[src/rtl/pwm_decoder_pkg.sv]
// Shared state encoding and default tick constants for the PWM pulse decoder.
// One tick equals 1 us at a 1 MHz sample_clk.
package pwm_decoder_pkg;

  typedef enum logic [1:0] {
    WAIT_LOW,
    WAIT_RISE,
    MEASURE
  } pwm_state_t;

  localparam int DEF_WIDTH_BITS    = 12;
  localparam int DEF_MIN_WIDTH     = 900;
  localparam int DEF_MAX_WIDTH     = 2100;
  localparam int DEF_TIMEOUT_TICKS = 25000;
  localparam int DEF_PERIOD_BITS   = 16;

endpackage

[src/rtl/sat_counter.sv]
// Up-counter that sticks at MAX; clear has priority over increment.
module sat_counter #(
  parameter int          N   = 8,
  parameter int unsigned MAX = 255
) (
  input  logic         clk,
  input  logic         reset,
  input  logic         clear,
  input  logic         inc,
  output logic [N-1:0] count,
  output logic         at_max
);

  localparam logic [N-1:0] LP_MAX = N'(MAX);

  always_ff @(posedge clk or posedge reset) begin
    if (reset) begin
      count <= '0;
    end else if (clear) begin
      count <= '0;
    end else if (inc && !at_max) begin
      count <= count + 1'b1;
    end
  end

  assign at_max = (count == LP_MAX);

endmodule

[src/rtl/pwm_pulse_decoder.sv]
// RC/PWM pulse-width decoder with range check and loss-of-signal flag.
// Define PWM_PERIOD_MEASURE_EN to enable rising-to-rising period measurement.
module pwm_pulse_decoder
  import pwm_decoder_pkg::*;
#(
  parameter int WIDTH_BITS    = DEF_WIDTH_BITS,
  parameter int MIN_WIDTH     = DEF_MIN_WIDTH,
  parameter int MAX_WIDTH     = DEF_MAX_WIDTH,
  parameter int TIMEOUT_TICKS = DEF_TIMEOUT_TICKS,
  parameter int PERIOD_BITS   = DEF_PERIOD_BITS
) (
  input  logic                   sample_clk,
  input  logic                   reset,
  input  logic                   filtered_in,
  output logic [WIDTH_BITS-1:0]  pulse_width,
  output logic                   width_valid,
  output logic                   range_error,
  output logic                   signal_lost,
  output logic [PERIOD_BITS-1:0] period_out
);

  localparam int LC_BITS = $clog2(TIMEOUT_TICKS + 1);
  localparam logic [WIDTH_BITS-1:0] LP_MIN = WIDTH_BITS'(MIN_WIDTH);
  localparam logic [WIDTH_BITS-1:0] LP_MAX = WIDTH_BITS'(MAX_WIDTH);
  localparam logic [LC_BITS-1:0] LP_TO_M1 = LC_BITS'(TIMEOUT_TICKS - 1);

  pwm_state_t            r_state;
  pwm_state_t            w_state_nxt;
  logic [WIDTH_BITS-1:0] r_high_cnt;
  logic [WIDTH_BITS-1:0] w_high_cnt_nxt;
  logic                  r_prev_in;
  logic                  w_rise;
  logic                  w_fall;
  logic                  w_accept;
  logic                  w_reject;
  logic [WIDTH_BITS-1:0] r_pulse_width;
  logic                  r_width_valid;
  logic                  r_range_error;
  logic                  r_signal_lost;
  logic [LC_BITS-1:0]    w_lost_cnt;
  logic                  w_lost_at_max;
  logic                  w_lost_hit;

  assign w_rise = filtered_in & ~r_prev_in;
  assign w_fall = ~filtered_in & r_prev_in;

  always_comb begin
    w_state_nxt    = r_state;
    w_high_cnt_nxt = r_high_cnt;
    w_accept       = 1'b0;
    w_reject       = 1'b0;
    unique case (r_state)
      WAIT_LOW: begin
        if (!filtered_in) w_state_nxt = WAIT_RISE;
      end
      WAIT_RISE: begin
        if (w_rise) begin
          w_state_nxt    = MEASURE;
          w_high_cnt_nxt = WIDTH_BITS'(1);
        end
      end
      MEASURE: begin
        if (filtered_in) begin
          // stuck high: abandon before the counter passes MAX_WIDTH
          if (r_high_cnt == LP_MAX) begin
            w_reject    = 1'b1;
            w_state_nxt = WAIT_LOW;
          end else begin
            w_high_cnt_nxt = r_high_cnt + 1'b1;
          end
        end else if (w_fall) begin
          if (r_high_cnt >= LP_MIN && r_high_cnt <= LP_MAX) begin
            w_accept = 1'b1;
          end else begin
            w_reject = 1'b1;
          end
          w_state_nxt = WAIT_RISE;
        end
      end
      default: w_state_nxt = WAIT_LOW;
    endcase
  end

  always_ff @(posedge sample_clk or posedge reset) begin
    if (reset) begin
      r_state       <= WAIT_LOW;
      r_high_cnt    <= '0;
      r_prev_in     <= 1'b0;
      r_pulse_width <= '0;
      r_width_valid <= 1'b0;
      r_range_error <= 1'b0;
      r_signal_lost <= 1'b1;
    end else begin
      r_state       <= w_state_nxt;
      r_high_cnt    <= w_high_cnt_nxt;
      r_prev_in     <= filtered_in;
      r_width_valid <= w_accept;
      r_range_error <= w_reject;
      if (w_accept) r_pulse_width <= r_high_cnt;
      if (w_accept) begin
        r_signal_lost <= 1'b0;
      end else if (w_lost_hit) begin
        r_signal_lost <= 1'b1;
      end
    end
  end

  sat_counter #(
    .N   (LC_BITS),
    .MAX (TIMEOUT_TICKS)
  ) u_lost_cnt (
    .clk    (sample_clk),
    .reset  (reset),
    .clear  (w_accept),
    .inc    (1'b1),
    .count  (w_lost_cnt),
    .at_max (w_lost_at_max)
  );

  // flag rises on the same edge the counter lands on TIMEOUT_TICKS
  assign w_lost_hit = (w_lost_cnt == LP_TO_M1) & ~w_lost_at_max;

`ifdef PWM_PERIOD_MEASURE_EN
  logic [PERIOD_BITS-1:0] w_per_cnt;
  logic                   w_per_at_max;
  logic                   r_seen_rise;
  logic [PERIOD_BITS-1:0] r_period_out;

  sat_counter #(
    .N   (PERIOD_BITS),
    .MAX (2**PERIOD_BITS - 1)
  ) u_per_cnt (
    .clk    (sample_clk),
    .reset  (reset),
    .clear  (w_rise),
    .inc    (1'b1),
    .count  (w_per_cnt),
    .at_max (w_per_at_max)
  );

  always_ff @(posedge sample_clk or posedge reset) begin
    if (reset) begin
      r_seen_rise  <= 1'b0;
      r_period_out <= '0;
    end else if (w_rise) begin
      r_seen_rise <= 1'b1;
      if (r_seen_rise) begin
        r_period_out <= w_per_at_max ? w_per_cnt : w_per_cnt + 1'b1;
      end
    end
  end

  assign period_out = r_period_out;
`else
  assign period_out = '0;
`endif

  assign pulse_width = r_pulse_width;
  assign width_valid = r_width_valid;
  assign range_error = r_range_error;
  assign signal_lost = r_signal_lost;

endmodule
[config.mk]
export PLATFORM = sky130hd
export DESIGN_NAME = pwm_pulse_decoder
export DESIGN_NICKNAME = d
export VERILOG_FILES = /design/src/rtl/pwm_decoder_pkg.sv /design/src/rtl/sat_counter.sv /design/src/rtl/pwm_pulse_decoder.sv
export SDC_FILE = /design/constraint.sdc
export NUM_CORES = 1
export LEC_CHECK = 0
export CAP_MARGIN = 20
export CORE_MARGIN = 2
export CORE_UTILIZATION = 30
export CTS_CLUSTER_DIAMETER = 120
export CTS_CLUSTER_SIZE = 14
export DETAILED_ROUTE_END_ITERATION = 6
export GPL_ROUTABILITY_DRIVEN = 0
export MAX_ROUTING_LAYER = met4
export PLACE_DENSITY_LB_ADDON = 0.1
export SLEW_MARGIN = 20
export SYNTH_ARGS = -nofsm -noshare
export SYNTH_HDL_FRONTEND = slang
export SYNTH_SLANG_ARGS = --single-unit
[constraint.sdc]
create_clock -name sample_clk -period 4.2 [get_ports sample_clk]
set_clock_uncertainty 0.15 [all_clocks]
set_input_delay 0.84 -clock sample_clk [delete_from_list [all_inputs] [get_ports sample_clk]]
set_output_delay 0.84 -clock sample_clk [all_outputs]
set_load 0.03 [all_outputs]
# ---- Word-level counts from Yosys, hierarchy flattened
# Cells that the tools add are included.
dict set report classes {
  n_addsub 2
  n_lt_le_gt_ge 2
  n_eq_ne 12
  mux 23
  bitwise 6
  reduce_logical 6
}
# operator n
set ops {}
lappend ops {{12-bit 2-to-1 mux} 3}
lappend ops {{15-bit == test, second input constant} 2}
lappend ops {{15-bit 2-to-1 mux} 2}
lappend ops {{12-bit case mux with 2 select lines} 1}
lappend ops {{15-bit by 1-bit adder with 15-bit output, second input constant} 1}
lappend ops {{12-bit by 1-bit adder with 12-bit output, second input constant} 1}
lappend ops {{12-bit == test, second input constant} 1}
lappend ops {{12-bit by 10-bit >= comparator with 1-bit output, second input constant} 1}
lappend ops {{12-bit <= comparator, second input constant} 1}
lappend ops {{1-bit 2-to-1 mux} 11}
lappend ops {{2-bit 2-to-1 mux} 5}
lappend ops {{2-bit != test, second input constant} 5}
lappend ops {{4-bit AND reduction} 2}
lappend ops {{3-bit != test, second input constant} 2}
lappend ops {{2-bit case mux with 3 select lines} 1}
lappend ops {{2-bit nonzero test} 2}
lappend ops {{1-bit AND} 3}
lappend ops {{1-bit inverter} 3}
lappend ops {{2-bit by 1-bit == test with 1-bit output, second input constant} 1}
lappend ops {{2-bit == test, second input constant} 1}
lappend ops {{2-bit zero test} 1}
lappend ops {{1-bit logical AND} 1}
dict set report totals {
  regBits 45
  input_bits 3
  output_inout_bits 31
  elab_cells 59
}

# ---- Longest topological paths before layout
# Gate-level depths: netlist (run 1).
dict set report depth {
  word_depth 7
  mapped_depth 9
  ltp_nobuf 7
}

# ---- By module
# From an unflattened synthesis (run 1), not the netlist that was laid out.
dict set report unflattened {
  hier_cells 248
  hier_area_um2 2546.2
}
# module n_inst cells_each area_per_inst_um2 seq_area_each_um2
set by_module_without_submodules {}
lappend by_module_without_submodules {pwm_pulse_decoder 1 158 1689.1 752.0}
lappend by_module_without_submodules {sat_counter 1 90 857.1 375.4}

# ---- Least setup slack after synthesis (run 1)
# OpenSTA, ideal clock, no wires.
dict set report synth_timing {
  path_kind {input to register}
  startpoint {input port filtered_in}
  endpoint {register r_pulse_width[0], in the netlist pulse_width[0]}
  setup_time_ps 125
  arrival_ps 1857
  required_time_ps 3925
  path_slack_ps 2067
  stages 5
  path_buffers 1
  cell_sequence {nor2b_1 -> nand2_1 -> nor2_8 -> buf_6 -> mux2_4}
}
dict set report synth_between {
  elab_chain_cells 5
}
# element line_no
set synth_rtl {}
lappend synth_rtl {{start, declared} pwm_pulse_decoder.sv:14} ;# input logic filtered_in,
lappend synth_rtl {{1-bit inverter} pwm_pulse_decoder.sv:45} ;# assign w_fall = ~filtered_in & r_prev_in;
lappend synth_rtl {{1-bit AND} pwm_pulse_decoder.sv:45}
lappend synth_rtl {{1-bit 2-to-1 mux} pwm_pulse_decoder.sv:71} ;# end else if (w_fall) begin
lappend synth_rtl {{1-bit 2-to-1 mux (*)} pwm_pulse_decoder.sv:63} ;# if (filtered_in) begin
lappend synth_rtl {{1-bit 2-to-1 mux (*)} pwm_pulse_decoder.sv:52} ;# unique case (r_state)
lappend synth_rtl {{end signal, assigned} pwm_pulse_decoder.sv:99} ;# if (w_accept) r_pulse_width <= r_high_cnt;
lappend synth_rtl {{end, declared} pwm_pulse_decoder.sv:36} ;# logic [WIDTH_BITS-1:0] r_pulse_width;
# Mark *: on every way between the ends. The rest lies on a longest branch, timed or not.
# A chain may end at the register's enable or synchronous reset.

# ---- Final worst setup path (run 1)
dict set report layout_timing {
  startpoint {input port filtered_in}
  endpoint {register r_pulse_width[5], in the netlist pulse_width[5]}
}
# Same word-level chain as after synthesis.

==> results of run 1 <==
==> power by group through the flow <==
stage	registers, mW	clock network (mW)	logic (mW)
2_1_floorplan	0.466	0	0.0841
3_3_place_gp	0.475	0	0.0821
3_5_place_dp	0.474	0	0.0821
4_1_cts	0.466	0.274	0.0828
5_1_grt	0.469	0.298	0.0989
6_report	0.466	0.264	0.0848
==> worst max path at each step <==
stage	startpoint	end
after floorplan	filtered_in	pulse_width[0]
after global placement	filtered_in	pulse_width[4]
after detailed placement	filtered_in	pulse_width[7]
after CTS	filtered_in	pulse_width[7]
after global routing	filtered_in	pulse_width[8]
final	filtered_in	pulse_width[5]
==> critical path, cell delays in order <==
cell and delay (ns):
sky130_fd_sc_hd__clkdlybuf4s50_1 0.49, sky130_fd_sc_hd__nor2b_1 0.25, sky130_fd_sc_hd__nand2_1 0.20, sky130_fd_sc_hd__nor2_8 0.44
sky130_fd_sc_hd__mux2_2 0.38
==> area by class of cell <==
type | instances | share of cell area, %
Sequential cell | 45 | 42.4
Clock inverter | 2 | 0.376
Clock buffer | 6 | 2.73
Inverter | 9 | 1.27
Multi-Input combinational cell | 161 | 40.7
Tap cell | 102 | 4.80
Timing Repair Buffer | 19 | 7.72
==> routing by layer <==
layer | global-route usage (%) | part of all wire [%] | vias up
li1 | - | - | 751
met1 | 14.6 | 48 | 731
met2 | 17.5 | 48 | 19
met3 | 2.93 | 2.8 | 2
met4 | 3.11 | 0.67 | 0
met5 | - | 0 | -
==> kinds of logic after synthesis <==
kind of cell,after synthesis
compound gates,14
buf+inv,31
simple gates,92
mux,13
fa+ha+maj,4
xor+xnor,22
flops,45
other cells,1
==> cell usage after synthesis <==
cell	number	share of area, %
sky130_fd_sc_hd__buf_2	2	0.43
sky130_fd_sc_hd__nor3_1	3	0.64
sky130_fd_sc_hd__dfstp_2	1	1.1
sky130_fd_sc_hd__and4_1	2	0.74
sky130_fd_sc_hd__conb_1	1	0.16
sky130_fd_sc_hd__o41a_1	1	0.48
sky130_fd_sc_hd__nor4_4	2	1.8
sky130_fd_sc_hd__nor4_1	2	0.53
sky130_fd_sc_hd__and3_1	1	0.27
sky130_fd_sc_hd__or3b_2	1	0.37
sky130_fd_sc_hd__o21bai_1	1	0.32
sky130_fd_sc_hd__nor2_1	36	5.7
sky130_fd_sc_hd__nand2_1	12	1.9
sky130_fd_sc_hd__mux2_2	10	4.8
sky130_fd_sc_hd__nand3_1	11	2.3
sky130_fd_sc_hd__and2_1	1	0.27
sky130_fd_sc_hd__nand4b_1	1	0.37
sky130_fd_sc_hd__and4b_1	2	0.85
sky130_fd_sc_hd__nor4b_2	1	0.64
sky130_fd_sc_hd__dfrtp_1	44	47
sky130_fd_sc_hd__inv_1	9	1.4
sky130_fd_sc_hd__buf_6	3	1.4
sky130_fd_sc_hd__o22ai_1	1	0.27
sky130_fd_sc_hd__mux2i_1	1	0.43
sky130_fd_sc_hd__a211oi_2	1	0.53
sky130_fd_sc_hd__a21oi_1	4	0.85
sky130_fd_sc_hd__nor2b_1	5	1.3
sky130_fd_sc_hd__xor2_1	13	4.8
sky130_fd_sc_hd__a21oi_4	1	0.69
sky130_fd_sc_hd__nor2_8	1	0.85
sky130_fd_sc_hd__o21ai_0	2	0.43
sky130_fd_sc_hd__ha_1	4	2.1
sky130_fd_sc_hd__xnor2_1	9	3.4
sky130_fd_sc_hd__nand2b_1	2	0.53
sky130_fd_sc_hd__o21bai_2	1	0.48
sky130_fd_sc_hd__nor4b_1	2	0.74
sky130_fd_sc_hd__nand4_1	6	1.6
sky130_fd_sc_hd__a31oi_1	2	0.53
sky130_fd_sc_hd__or2_2	1	0.27
sky130_fd_sc_hd__mux2_4	2	1.3
sky130_fd_sc_hd__buf_4	17	5.4
==> stage by stage <==
step	instances	worst slack [ns]	hold slack (ns)	utilization [%]
finish	344	1.61	0.363	34.8
global route	344	1.48	0.392	34.8
CTS	343	1.58	0.370	34.4
detailed placement	335	1.27	0.346	33.3
global placement	335	1.30	0.347	33.3
floorplan	237	2.07	0.325	-
==> registers in the layout, indices dropped and copies added, names as in the netlist <==
signal / count
u_lost_cnt.count: 15
pulse_width: 12
r_high_cnt: 12
r_state: 2
r_prev_in: 1
range_error: 1
signal_lost: 1
width_valid: 1
==> summary.txt, run 1 <==
Floorplanning
  • Placement row count: 32
  • Initial Util: 30.8%
  • Floorplan die height: between 90 and 100 um
  • Total I/O pin count: 34
  • Width of the chip: 92.6 um
  • Overall die area: 8570 um^2
  • Floorplan Core Area: between 7000 and 8000 um^2

Cells and area
  • Post-layout instance area: 2660 um^2
  • Syn-to-layout area delta: 13.0%
  • Total area of sequential cells: between 1000 and 1500 um^2
  • Commonest non-fill, non-tap cell in the layout: sky130_fd_sc_hd__dfrtp_1
  • Diode insertion count for antenna repair: 0
  • Layout cells sized above 1: 13.6%
  • Footprint of the multi-input gates: around 1100 um^2
  • Fillers: 784
  • Net total in the final layout: approximately 250
  • Most frequent cells in the layout: sky130_fd_sc_hd__dfrtp_1 (44), sky130_fd_sc_hd__nor2_1 (36), sky130_fd_sc_hd__clkdlybuf4s50_1 (17)

CTS
  • Latest clock arrival within the worst-skew pair: roughly 0.29 ns
  • Post-CTS setup buffer count: 0
  • Maximum root-to-sink buffer count: 2
  • # H-tree levels: 2
  • Post-cts hold buffer count: 0
  • Clock transition at path regs: 0.09 ns
  • Clock Tree Root: sky130_fd_sc_hd__clkbuf_8
  • Total of cells resized after clock tree synthesis: 0
  • TritonCTS clock tree: done
  • CTS Buf Count: 5
  • Sink count of the clock tree: between 40 and 50

Power and ir drop
  • Switch share: approximately 27%
  • Combinational power share: 10.4%
  • Leak Pwr: between 1 and 1.5 nW
  • Clock share of power: between 30% and 40%
  • PD cells: just over 300 nW/um^2
  • Worst supply voltage drop on vdd: 109 uV
  • Internal power component: 0.591 mW
  • Total Power Consumption: just over 0.8 mW
  • Seq pwr share: between 50% and 60%
  • Switching pwr: between 0.2 and 0.25 mW

STA
  • Slew at the pin closest to its max-slew limit: ~0.65 ns
  • Max transition margin: between 50% and 60%
  • Number of endpoints failing setup at the final stage: 0
  • Max Slew Vio Count: 0
  • Setup TNS after final layout: 0 ns
  • Ratio of final minimum period to clock period: 61.7%
  • Number of hold violations in the final report: 0
  • Setup repair after global routing missed its margin: false
  • Highest clock rate: 386 MHz
  • Period minus WS final: ~2.6 ns

Global routing
  • Antenna violations before repair: 0
  • First-pass GRT wire length: around 7.5 mm
  • Vias in the first global route: about 1500
  • Maximum number of pins on one net before global-route repair: between 40 and 50
  • Global Route Usage Sum: ~11%
  • GR Overflow Total: 0

Synthesis
  • Simple logic cell fraction of the synthesized area: a little over a fifth
  • Area of the mapped netlist: about 2400 um^2
  • Sequential-to-total area share from yosys stat: between 40% and 50%
  • Combinational family with the most area after synthesis: simple AND/OR/NAND/NOR gates
  • Mux share of post-synthesis cell area: under 10%
  • Count of distinct cell types in the synthesized netlist: a little over 40
  • Number of standard cells after synthesis: 222
  • Synthesized area per cell: between 10 and 15 um^2
  • Total of flip-flops plus latches after synthesis: 45
  • Adder-cell share of the synthesized area: approximately 2.1%
  • Number of warning messages in the yosys log: 0
  • Share of the synthesized area in compound gates (AO/OA/AOI/OAI): approximately 4.6%
  • Parity-gate share of the synthesized area counting xor and xnor cells: ~8.2%

Critical path
  • Signal arrival time at the worst endpoint: between 2 and 3 ns
  • Highest fanout seen on the critical path: 28
  • Terminus of the critical flop-to-flop path: pulse_width[5]
  • Endpoint required time on the critical path: 4.23 ns
  • Crit. End Element: flop
  • CP Launch Type: input pin
  • Reg-to-Reg Start: r_high_cnt[7]
  • R2r setup slk: ~2.0 ns
  • Worst Setup Path Type: in2reg
  • Worst-case reg-to-reg path depth: 5

Worst hold path
  • Number of stages on the worst hold path: 1
  • Worst min-delay path startpoint: pulse_width[9]
  • Capture endpoint of the worst hold path: pulse_width[9]
  • Min-delay worst type: reg2reg

Route
  • Detailed-route wire length per cell: 12.6 um
  • Vias: around 1500
  • Post-DR vias/cell: about 4.4
  • Number of remaining DRC errors: 0
  • Total Routed Length: between 4 and 5 mm
  • First-pass iteration count of the detailed router: 4
  • Post-route ant nets: 0
  • DRC marker count from the first detailed-route iteration: 47

Placed design
  • Placement-stage cell area: around 2500 um^2
  • Count of buffers inserted at the top-level ports: 17
  • DP Wirelength: between 2 and 3 mm

Outcome
  • Result of the run: completed

Flow run
  • Maximum Capacitance Violations: 0
Note: power is estimated with default switching activity, not from simulation.
==> inputs of run 2 (changes only) <==
clock period = 2.4 ns   (was 4.2 ns; I/O delays follow)
==> run 2 against run 1 <==
  * Global-route usage rose by 0.50 points
  * Sequential power rose by 75%
  * Non-clock buffer count rose by 6
  * Critical path type is now reg2out
  * Largest power group unchanged
==> summary.txt, run 2 (synthesis gave the netlist of run 1 again) <==
Global routing
  • Global Route Usage Sum: 11.8% (+0.50 points)
  • First-pass GRT wire length: 7.77 mm (+3.6%)
  • Antenna violations before repair: 0 (unchanged)
  • Maximum number of pins on one net before global-route repair: 36 (-22%)
  • Vias in the first global route: 1632 (+6.9%)
  • GR Overflow Total: 0 (unchanged)

STA
  • Number of hold violations in the final report: 0 (unchanged)
  • Setup TNS after final layout: 0 ns (unchanged)
  • Hold_ws: 0.279 ns (-0.0839 ns)
  • Period minus WS final: between 2 and 2.5 ns
  • Max Slew Vio Count: 0 (unchanged)
  • Setup repair after global routing missed its margin: false
  • Highest clock rate: 472 MHz
  • Number of endpoints failing setup at the final stage: 0 (unchanged)
  • Ratio of final minimum period to clock period: about 88%

Route
  • Vias: 1564 (+4.1%)
  • Post-DR vias/cell: 4.47 (+2.3%)
  • First-pass iteration count of the detailed router: 4 (unchanged)
  • Total Routed Length: 4.41 mm (+1.7%)
  • Detailed route wirelength on metal3: 152 um (+27%)
  • Top metal layer carrying routed signals: met4
  • DRC marker count from the first detailed-route iteration: 20 (-57%)
  • Number of remaining DRC errors: 0 (unchanged)
  • Metal2 WL: 2.22 mm (+6.5%)
  • M1 WL: 1.97 mm (-6.2%)
  • Detailed-route wire length per cell: 12.6 um (about the same)
  • Post-route ant nets: 0 (unchanged)

Critical path
  • Peak per-stage delay on the critical path: 0.66 ns (+0.17 ns)
  • Worst Setup Path Type: reg2out
  • CP Launch Type: flop
  • Terminus of the critical flop-to-flop path: pulse_width[2]
  • Highest fanout seen on the critical path: 2 (-93%)
  • Reg-to-Reg Start: r_high_cnt[7]
  • Cell family contributing the most delay on the critical path: buffers and inverters
  • R2r setup slk: 0.38 ns (-1.61 ns)
  • Signal arrival time at the worst endpoint: 1.49 ns (-1.13 ns)
  • Worst-case reg-to-reg path depth: 5 (unchanged)
  • Endpoint required time on the critical path: 1.77 ns (-2.46 ns)
  • Cell breakdown of the critical path: clkdlybuf4s50_1
  • Slowest cell on crit path: sky130_fd_sc_hd__clkdlybuf4s50_1
  • Bufs and invs on worst path: 1 (unchanged)
  • Crit. End Element: output port

Power and ir drop
  • Worst supply voltage drop on vdd: 214 uV (+95%)
  • Internal power component: 1.10 mW (+85%)
  • Switching pwr: 0.393 mW (+77%)
  • Leak Pwr: 1.22 nW (+3.2%)
  • Switch share: 26.4% (-0.94 points)
  • Total Power Consumption: 1.49 mW (+83%)
  • PD cells: 548 nW/um^2 (+79%)
  • Clock share of power: 35.1% (+2.7 points)
  • Seq pwr share: 54.8% (-2.4 points)
  • Combinational power share: 10.0% (-0.4 points)

CTS
  • TritonCTS clock tree: done
  • Post-cts hold buffer count: 0 (unchanged)
  • Total of cells resized after clock tree synthesis: 0 (unchanged)
  • Maximum root-to-sink buffer count: 2 (unchanged)
  • Sink count of the clock tree: 45 (unchanged)
  • Clock Tree Root: sky130_fd_sc_hd__clkbuf_8
  • Clock transition at path regs: 0.09 ns (about the same)
  • Post-CTS setup buffer count: 0 (unchanged)
  • # H-tree levels: 2 (unchanged)
  • Latest clock arrival within the worst-skew pair: 0.30 ns (about the same)
  • CTS Buf Count: 5 (unchanged)

Floorplanning
  • Initial Util: 30.8% (unchanged)
  • Width of the chip: 92.6 um (unchanged)
  • Placement row count: 32 (unchanged)
  • Floorplan die height: 92.6 um (unchanged)
  • Overall die area: 8570 um^2 (unchanged)
  • Floorplan Core Area: 7650 um^2 (unchanged)
  • Total I/O pin count: 34 (unchanged)

Placed design
  • Count of buffers inserted at the top-level ports: 17 (unchanged)
  • DP Wirelength: 3.17 mm (+11%)

Cells and area
  • Commonest non-fill, non-tap cell in the layout: sky130_fd_sc_hd__dfrtp_1
  • Diode insertion count for antenna repair: 0 (unchanged)
  • Most frequent cells in the layout: sky130_fd_sc_hd__dfrtp_1 (44), sky130_fd_sc_hd__nor2_1 (36), sky130_fd_sc_hd__clkdlybuf4s50_1 (17)
  • Fillers: 780 (-0.51%)
  • Syn-to-layout area delta: 15.4%
  • Flip-flop count of the largest register after layout: 15 (unchanged)
  • Layout cells sized above 1: 16.1% (+2.5 points)
  • Register containing the most flip-flops in the final layout: u_lost_cnt.count
  • Net total in the final layout: 254 (+2.4%)

Outcome
  • Result of the run: completed

Flow run
  • Maximum Capacitance Violations: 0 (unchanged)

Worst hold path
  • Min-delay worst type: in2async
-- run 2: changes by cell type in the layout (fill, tap and decap cells not counted) --
cell / previous run / this run
sky130_fd_sc_hd__buf_12: 0 / 1
sky130_fd_sc_hd__buf_16: 1 / 0
sky130_fd_sc_hd__clkinv_2: 2 / 1
sky130_fd_sc_hd__clkbuf_1: 1 / 0
sky130_fd_sc_hd__buf_4: 1 / 7
sky130_fd_sc_hd__clkbuf_8: 5 / 7
-- run 2: final cells by class --
cell class / instances / area (um^2) / share of cell area, %
Clock buffer: 7 / 96.3 / 3.55
Clock inverter: 1 / 5.00 / 0.184
Inverter: 9 / 33.8 / 1.24
Multi-Input combinational cell: 161 / 1080 / 39.9
Sequential cell: 45 / 1130 / 41.5
Tap cell: 102 / 128 / 4.70
Timing Repair Buffer: 25 / 243 / 8.94
-- run 2: metrics by stage --
| stage | std cells | setup slack (ns) | area, um^2 | utilization [%] |
|---|---|---|---|---|
| 2_1_floorplan | 237 | 0.522 | 2410 | - |
| 3_3_place_gp | 342 | 0.136 | 2610 | 34.2 |
| 3_5_place_dp | 342 | 0.0940 | 2610 | 34.2 |
| 4_1_cts | 350 | 0.256 | 2720 | 35.5 |
| 5_1_grt | 350 | 0.231 | 2720 | 35.5 |
| 6_report | 350 | 0.281 | 2720 | 35.5 |
-- run 2: worst max path at each step --
stage                     slack (ns)              to     startpoint  cells past startpoint
after CTS                       0.26     signal_lost    signal_lost                      1
after floorplan                 0.52  pulse_width[0]  r_high_cnt[7]                      6
after detailed placement        0.09  pulse_width[8]    filtered_in                      5
final                           0.28     signal_lost    signal_lost                      1
after global placement          0.14  pulse_width[5]    filtered_in                      5
after global routing            0.23  pulse_width[5]  r_high_cnt[0]                      7
-- run 2: power by group through the flow --
stage	Combinational, mW	Sequential [mW]	Clock [mW]
floorplan	0.147	0.815	0
global placement	0.152	0.832	0
detailed placement	0.153	0.831	0
CTS	0.153	0.816	0.553
global route	0.172	0.823	0.578
finish	0.150	0.816	0.523
-- run 2: layer usage --
layer  vias to the layer above  GRT usage (%)
met3                         7           2.52
met1                       758           14.1
met4                         0           4.48
met2                        26           19.5
met5                         -              -
li1                        773              -
==> inputs of run 3 (changes only) <==
SLEW_MARGIN = default   (was 20)
==> results of run 3 <==
Same layout as run 2: the final DEF is identical, and so are final timing and power.
